## config.mk

```make
export PLATFORM = sky130hd
export DESIGN_NAME = arb16_burst_ctrl
export DESIGN_NICKNAME = d
export VERILOG_FILES = /design/src/rtl/arb16_burst_ctrl_pkg.sv /design/src/rtl/arb16_burst_ctrl_rr_pick16.sv /design/src/rtl/arb16_burst_ctrl.sv
export SDC_FILE = /design/constraint.sdc
export NUM_CORES = 1
export LEC_CHECK = 0
export CAP_MARGIN = 30
export CORE_ASPECT_RATIO = 1.25
export CORE_MARGIN = 1
export CORE_UTILIZATION = 50
export DETAILED_ROUTE_END_ITERATION = 12
export PLACE_DENSITY_LB_ADDON = 0.05
export SLEW_MARGIN = 10
export SYNTH_ARGS = -nofsm -noshare
export SYNTH_HDL_FRONTEND = slang
export SYNTH_HIERARCHICAL = 1
export SYNTH_SLANG_ARGS = --single-unit
```

## constraint.sdc

```tcl
create_clock -name clk -period 7.9 [get_ports clk]
set_input_delay 1.58 -clock clk [delete_from_list [all_inputs] [get_ports clk]]
set_output_delay 1.58 -clock clk [all_outputs]
set_load 0.01 [all_outputs]
```

## src/rtl/arb16_burst_ctrl_pkg.sv

```systemverilog
// Shared types and constants for the 16-way burst-locking arbiter.
package arb_pkg;
    localparam int N_REQ = 16;
    localparam int ID_W  = 4;

    typedef logic [N_REQ-1:0] req_vec_t;
    typedef logic [ID_W-1:0]  req_id_t;

    typedef enum logic [0:0] {
        IDLE = 1'b0,
        OWN  = 1'b1
    } arb_state_e;
endpackage

```

## src/rtl/arb16_burst_ctrl_rr_pick16.sv

```systemverilog
// Combinational round-robin picker: first set bit of vec at or above ptr, wrapping 15->0.
module rr_pick16
    import arb_pkg::*;
(
    input  req_vec_t vec,
    input  req_id_t  ptr,
    output req_vec_t oh,
    output req_id_t  id,
    output logic     any
);
    req_id_t idx;

    always_comb begin
        oh  = '0;
        id  = '0;
        any = 1'b0;
        idx = '0;
        for (int i = 0; i < N_REQ; i++) begin
            idx = ptr + ID_W'(i);
            if (!any && vec[idx]) begin
                any     = 1'b1;
                id      = idx;
                oh[idx] = 1'b1;
            end
        end
    end
endmodule

```

## src/rtl/arb16_burst_ctrl.sv

```systemverilog
// Burst-locking round-robin controller for 16 requesters, registered outputs.
// Optional beat limit per grant enabled by defining ARB_BURST_LIMIT_EN.
module arb16_burst_ctrl
    import arb_pkg::*;
#(
    parameter int MAX_BEATS = 16
) (
    input  logic     clk,
    input  logic     rst_n,
    input  req_vec_t req,
    input  req_vec_t last,
    input  logic     beat_ack,
    output req_vec_t grant,
    output logic     grant_vld,
    output req_id_t  grant_id,
    output logic     abort
);
    arb_state_e state_q, state_d;
    req_id_t    ptr_q, ptr_d;
    req_vec_t   grant_q, grant_d;
    req_id_t    grant_id_q, grant_id_d;
    logic       grant_vld_q, grant_vld_d;
    logic       abort_q, abort_d;

    logic       own, rel_a, rel_b, rel_c, rel, is_abort;
    req_vec_t   pick_vec, pick_oh;
    req_id_t    pick_ptr, pick_id;
    logic       pick_any;

`ifdef ARB_BURST_LIMIT_EN
    logic [7:0] cnt_q, cnt_d;
    assign rel_c = own & beat_ack & (cnt_q == 8'(MAX_BEATS - 1));
`else
    logic unused_max_beats;
    assign unused_max_beats = ^MAX_BEATS;
    assign rel_c = 1'b0;
`endif

    assign own      = (state_q == OWN);
    assign rel_a    = own & beat_ack & last[grant_id_q];
    assign rel_b    = own & ~req[grant_id_q];
    assign rel      = rel_a | rel_b | rel_c;
    assign is_abort = rel_b & ~rel_a;

    // One picker serves both the IDLE search and the handoff search.
    always_comb begin
        pick_ptr = ptr_q;
        pick_vec = req;
        if (rel) begin
            pick_ptr = grant_id_q + 1'b1;
            if (is_abort) pick_vec[grant_id_q] = 1'b0;
        end
    end

    rr_pick16 u_pick (
        .vec (pick_vec),
        .ptr (pick_ptr),
        .oh  (pick_oh),
        .id  (pick_id),
        .any (pick_any)
    );

    always_comb begin
        state_d    = state_q;
        ptr_d      = ptr_q;
        grant_d    = grant_q;
        grant_id_d = grant_id_q;
        abort_d    = is_abort;
`ifdef ARB_BURST_LIMIT_EN
        cnt_d      = cnt_q;
`endif
        if (!own || rel) begin
            if (rel) ptr_d = pick_ptr;
            if (pick_any) begin
                state_d    = OWN;
                grant_d    = pick_oh;
                grant_id_d = pick_id;
`ifdef ARB_BURST_LIMIT_EN
                cnt_d      = '0;
`endif
            end else begin
                state_d = IDLE;
                grant_d = '0;
            end
        end
`ifdef ARB_BURST_LIMIT_EN
        else if (beat_ack && cnt_q != 8'hFF) begin
            cnt_d = cnt_q + 8'd1;
        end
`endif
        grant_vld_d = |grant_d;
    end

    always_ff @(posedge clk or negedge rst_n) begin
        if (!rst_n) begin
            state_q     <= IDLE;
            ptr_q       <= '0;
            grant_q     <= '0;
            grant_id_q  <= '0;
            grant_vld_q <= 1'b0;
            abort_q     <= 1'b0;
        end else begin
            state_q     <= state_d;
            ptr_q       <= ptr_d;
            grant_q     <= grant_d;
            grant_id_q  <= grant_id_d;
            grant_vld_q <= grant_vld_d;
            abort_q     <= abort_d;
        end
    end

`ifdef ARB_BURST_LIMIT_EN
    always_ff @(posedge clk or negedge rst_n) begin
        if (!rst_n) cnt_q <= '0;
        else        cnt_q <= cnt_d;
    end
`endif

    assign grant     = grant_q;
    assign grant_vld = grant_vld_q;
    assign grant_id  = grant_id_q;
    assign abort     = abort_q;
endmodule

```

==> metrics.txt, run 1 <==
first-pass GRT wire length ~36000 µm; GRT overflow 0; Final Max Tran Viols 0; Post-Syn Instances 758; Worst slew margin 0.403; Worst-path clk slew ~0.06 ns; post_cts resized 0; critical path class in2reg; max frequency between 100 and 150 MHz; Antenna Cells 0; Seq/Total Area, Yosys 0.117; CP endpoint kind flop; CP most frequent cell mux4_2; Chip Width 98.2 µm; asr flop ratio synth 1.00; DIE AREA 12000 µm²; largest area contributor in the netlist dfrtp_1; Layout Nets ~860; Pre-antenna DRT Iters 9; largest net degree at the start of global routing 26; Final Setup Violations 0; Avg Cell Area, Syn ~7.6 µm²; Worst path slowest cell mux4_2; final wirelength 23700 µm; Post-DP HPWL ~19000 µm; DRC errors left 0; routability cong. ~1.1; number of buffers created by CTS 3; Max Fanout on Critical Path 14; Rows 43; Worst Path Arrival around 7.8 ns; Synth area leaders dfrtp_1 (12%), mux4_2 (8.2%), mux2i_1 (6.8%); via count between 6000 and 7000; total negative slack 0 ns; Clock Latency Late Sink between 0.2 and 0.3 ns; Post-CTS Setup Repair Bufs 0; Worst Path Required 8.10 ns; P&R area growth vs syn 15.3%; commonest cells after routing, fill and taps aside nand2_1 (100), nor2_1 (60), clkdlybuf4s50_1 (56), inv_1 (49), buf_4 (44); layout cell share with drive strength beyond 1 0.128; Slew @ Worst Pin 0.896 ns; Yosys reg bits 27; most common cell after layout, fill and taps aside nand2_1; Main synth FF type dfrtp_1; final hold vios 0; yosys warns 6; Global Route Usage Sum 0.391; outcome completed; mapped cell area just under 6000 µm²; CTS tree done; Post-synth EDFFs 0; final worst path period share 0.962; Hold-fix buffers, CTS 0; Max-cap violations 0; post-synth cell types 83; area share of the largest cell type after synthesis 0.117; Clock Sinks 27; clock skew approximately 0.0030 ns; initial drt markers roughly 830; I/O pins 57; clk buf depth 2; number of global-route vias before repair approximately 6600; clock period minus worst slack roughly 7.6 ns; number of antenna violations at the first check in global routing 0; cells along the critical path clkdlybuf4s50_1 -> mux4_2 -> a22oi_2 -> nand2_2 -> a31oi_4 -> mux2_1 -> inv_1 -> ha_1 -> mux4_2 -> mux4_2 -> or2_1 -> nor4_1 -> nand4_2 -> buf_4 -> o21ai_0 -> a221oi_1 -> o21ai_1 -> nor4_1 -> a41oi_1 -> mux2_1; ANT nets after route 0; Via density around 7.3; die height 122 µm; root buffer cell clkbuf_16; CP peak stage delay between 0.5 and 0.6 ns; Port Buffers 56; Placed Cells ~940; RSZ-0062 raised after global routing false; Finished Layout Cells about 950; core area ~11000 µm²; worst hold path type reg2reg; post-DR wirelength/cell roughly 25 µm; Initial Util 0.516; CTS HTree Levels 1; Post-Syn Nets between 800 and 900; Setup crit start kind primary input
-- critical path, delay by kind of cell --
kind | cells | cell delay [ns]
compound gates | 6 | 1.45
fa+ha+maj | 1 | 0.45
buf+inv | 3 | 0.93
mux | 5 | 2.07
simple gates | 5 | 1.31
-- stage by stage --
step | setup WS (ns) | util | hold slack [ns] | instance area (µm²)
3_3_place_gp | 0.249 | 0.587 | 0.470 | 6570
5_1_grt | 0.0125 | 0.595 | 0.532 | 6660
6_report | 0.300 | 0.595 | 0.502 | 6660
3_5_place_dp | 0.192 | 0.588 | 0.471 | 6590
2_1_floorplan | 0.386 | - | 0.450 | 5780
4_1_cts | 0.446 | 0.595 | 0.494 | 6660
-- cell families (layout without fill, tap and decap cells) --
kind of cell | count (synthesis) | after routing | synth area share
flip-flops | 27 | 27 | 0.117
buffers and inverters | 102 | 155 | 0.0790
adder cells (fa/ha/maj) | 17 | 17 | 0.0368
AND/OR/NAND/NOR | 316 | 316 | 0.272
XOR/XNOR | 16 | 16 | 0.0242
AO/OA/AOI/OAI | 186 | 186 | 0.231
multiplexers | 94 | 94 | 0.240
-- Yosys cell counts (10+ instances only) --
cell type  instances
nand2_1          100
nor2_1            60
inv_1             49
mux2i_1           39
nand3_1           38
clkbuf_1          36
dfrtp_1           27
nor3_1            26
a21oi_1           25
a31oi_1           23
o21ai_0           23
o22ai_1           23
mux4_2            21
o221ai_1          20
nor4_1            18
ha_1              17
mux2_1            13
mux2_2            11
nand2b_1          11
xnor2_1           11
o211ai_1          10
or3_1             10
-- layout make-up --
class | instances | area (µm²)
clock buffers | 4 | 78.8
fillers | 1032 | 4530
inverters | 50 | 188
multi-input cells | 629 | 4650
flip-flops and latches | 27 | 676
well taps | 135 | 169
repair buffers | 101 | 906
-- sequential cells by signal, indices dropped and copies added, names as in the netlist --
name	count
grant	16
grant_id	4
ptr_q	4
abort	1
grant_vld	1
own	1
-- routing by layer --
metal / GRT usage / routed length, µm / vias up
li1: - / - / 2995
met5: 0 / 0 / -
met3: 0.0660 / 2330 / 139
met4: 0.238 / 1550 / 0
met1: 0.456 / 8440 / 3234
met2: 0.673 / 11400 / 512
-- final timing paths --
path / startpoint / endpoint / slack [ns] / depth (start not counted)
worst max-delay path: req[7] / grant_vld / 0.30 / 20
worst min-delay path: ptr_q[2] / ptr_q[2] / 0.50 / 1
worst max register to register: grant_id[0] / grant_vld / 1.22 / 19
worst min register to register: ptr_q[2] / ptr_q[2] / 0.50 / 1
max in group asynchronous: rst_n / ptr_q[0] / 5.84 / 2
min in group asynchronous: rst_n / grant[9] / 1.60 / 1
Power of run 1 is not shown: default switching activity piles up to over one toggle a cycle in this logic, so the estimate is an artifact.
==> run 2: changes to the inputs <==
--- a/config.mk
+++ b/config.mk
@@ -10,7 +10,8 @@
 export CORE_MARGIN = 1
 export CORE_UTILIZATION = 50
 export DETAILED_ROUTE_END_ITERATION = 12
-export PLACE_DENSITY_LB_ADDON = 0.05
+export PLACE_DENSITY = 0.72
+export SKIP_LAST_GASP = 1
 export SLEW_MARGIN = 10
 export SYNTH_ARGS = -nofsm -noshare
 export SYNTH_HDL_FRONTEND = slang
==> run 2 against run 1 <==
  * Largest cell class unchanged
  * Routed wire length increased by 0.32%
  * Global-route usage increased by 0.79 points
  * Critical path depth increased by 4
  * Via count decreased by 1.4%
  * Clock skew decreased by 0.0020 ns
  * Sequential share of layout area unchanged
  * Critical endpoint unchanged
  * First-iteration DRC count decreased by 10%
==> metrics.txt, run 2 (synthesis results as in run 1) <==
Worst-path clk slew 0.07 ns (about the same); largest net degree at the start of global routing 26 (unchanged); via count 6786 (-1.4%); Register Area 676 µm² (unchanged); max frequency 133 MHz (+1.3%); Clock Sinks 27 (unchanged); CP most frequent cell buf_4; Layout Nets 861 (-0.35%); CTS tree done; initial drt markers 747 (-10%); Rows 43 (unchanged); Clock Latency Late Sink 0.26 ns (about the same); Pre-antenna DRT Iters 8 (-1); Global Route met1 Usage 0.467 (+0.0111); Via density 7.20 (-1.1%); hold_ws 0.494 ns (-0.00856 ns); hold wc startpoint ptr_q[2]; CP peak stage delay 0.50 ns (-0.05 ns); clk buf depth 2 (unchanged); multi-input logic area 4670 µm² (+0.40%); commonest cells after routing, fill and taps aside nand2_1 (100), nor2_1 (60), clkdlybuf4s50_1 (56), inv_1 (49), buf_4 (41); P&R area growth vs syn 15.3% (unchanged); layout cell share with drive strength beyond 1 0.131 (+0.00295); RSZ-0062 raised after global routing false; post_cts resized 0 (unchanged); critical path class in2reg; fin area 6660 µm² (unchanged); Final Setup Violations 0 (unchanged); routability cong. 1.07 (-0.43%); Max-cap violations 0 (unchanged); fin worst setup slack 0.401 ns (+0.101 ns); Post-DP HPWL 18600 µm (+0.17%); first-pass GRT wire length 37100 µm (+2.7%); most common cell after layout, fill and taps aside nand2_1; met3 usage 0.0568 (-0.00918); number of buffers created by CTS 3 (unchanged); Setup crit start kind primary input; GRT overflow 0 (unchanged); Worst Path Arrival 7.65 ns (-0.15 ns); placed cell area 6560 µm² (-0.34%); die height 122 µm (unchanged); CP endpoint kind flop; Antenna Cells 0 (unchanged); CTS HTree Levels 1 (unchanged); Worst path slowest cell mux4_2; outcome completed; launching point of the worst reg2reg path grant_id[0]; worst hold path type reg2reg; Chip Width 98.2 µm (unchanged); cells along the critical path clkdlybuf4s50_1 -> mux4_2 -> a22oi_2 -> nand2_2 -> a31oi_4 -> mux2_1 -> inv_1 -> ha_1 -> buf_4 -> mux4_1 -> mux2_2 -> mux2i_1 -> and3_1 -> buf_4 -> nand4_1 -> buf_4 -> nor2_1 -> nor4_1 -> o221ai_1 -> a2111oi_0 -> nand3_1 -> nor4_1 -> a41oi_1 -> mux2_1; number of antenna violations at the first check in global routing 0 (unchanged); Max Fanout on Critical Path 14 (unchanged); final worst path period share 0.949 (-0.0128); Finished Core Util 0.595 (unchanged); Fillers 1045 (+1.3%); Hold-fix buffers, CTS 0 (unchanged); met2 GRT Util 0.687 (+0.0141); Slew @ Worst Pin 1.14 ns (+0.242 ns); Port Buffers 56 (unchanged); core area 11200 µm² (unchanged); clock period minus worst slack 7.50 ns (-0.101 ns); DRC errors left 0 (unchanged); post-DR wirelength/cell 25.2 µm (+0.64%); Initial Util 0.516 (unchanged); ANT nets after route 0 (unchanged); number of global-route vias before repair 6745 (+2.2%); DIE AREA 12000 µm² (unchanged); Worst slew margin 0.234 (-0.168); Post-CTS Setup Repair Bufs 0 (unchanged); I/O pins 57 (unchanged); Worst setup startpoint req[15]; Final Max Tran Viols 0 (unchanged); GR peak layer met2; Worst Path Required 8.05 ns (-0.05 ns); clock skew 0.000993 ns (-0.00196 ns); final hold vios 0 (unchanged); max FFs per register 16 (unchanged); pre-CTS setup slack -0.0319 ns (-0.224 ns); Global Route Usage Sum 0.399 (+0.00790); final wirelength 23800 µm (+0.32%); root buffer cell clkbuf_16
-- run 2: per-layer routing --
layer | share of wire | vias up
met4 | 0.071 | 0
met1 | 0.36 | 3188
met3 | 0.089 | 138
met2 | 0.48 | 467
li1 | - | 2993
met5 | 0 | -
-- run 2: worst paths after layout --
check / to / slack, ns / depth (start not counted)
worst max register to register: grant_vld / 1.31 / 23
worst max-delay path: grant_vld / 0.40 / 24
worst min-delay path: ptr_q[2] / 0.49 / 1
worst min register to register: ptr_q[2] / 0.49 / 1
min in group asynchronous: grant[11] / 1.63 / 1
max in group asynchronous: abort / 5.78 / 2
-- run 2: through the flow --
stage,cells,TNS [ns]
after detailed placement,939,-0.0319
after CTS,943,0
final,943,0
after floorplan,758,0
after global placement,938,0
after global routing,943,0
-- run 2: area by class of cell --
class,count,area share
Multi-Input combinational cell,629,0.700
Inverter,50,0.0282
Tap cell,135,0.0253
Clock buffer,3,0.0113
Sequential cell,27,0.101
Clock inverter,1,0.00113
Timing Repair Buffer,98,0.133
-- run 2: worst max-delay path, delay by kind of cell --
family | cells | cell delay [ns]
fa+ha+maj | 1 | 0.32
simple gates | 7 | 1.33
buf+inv | 5 | 1.16
compound gates | 5 | 1.38
mux | 6 | 1.87
Power of run 2 is left out for the same reason.
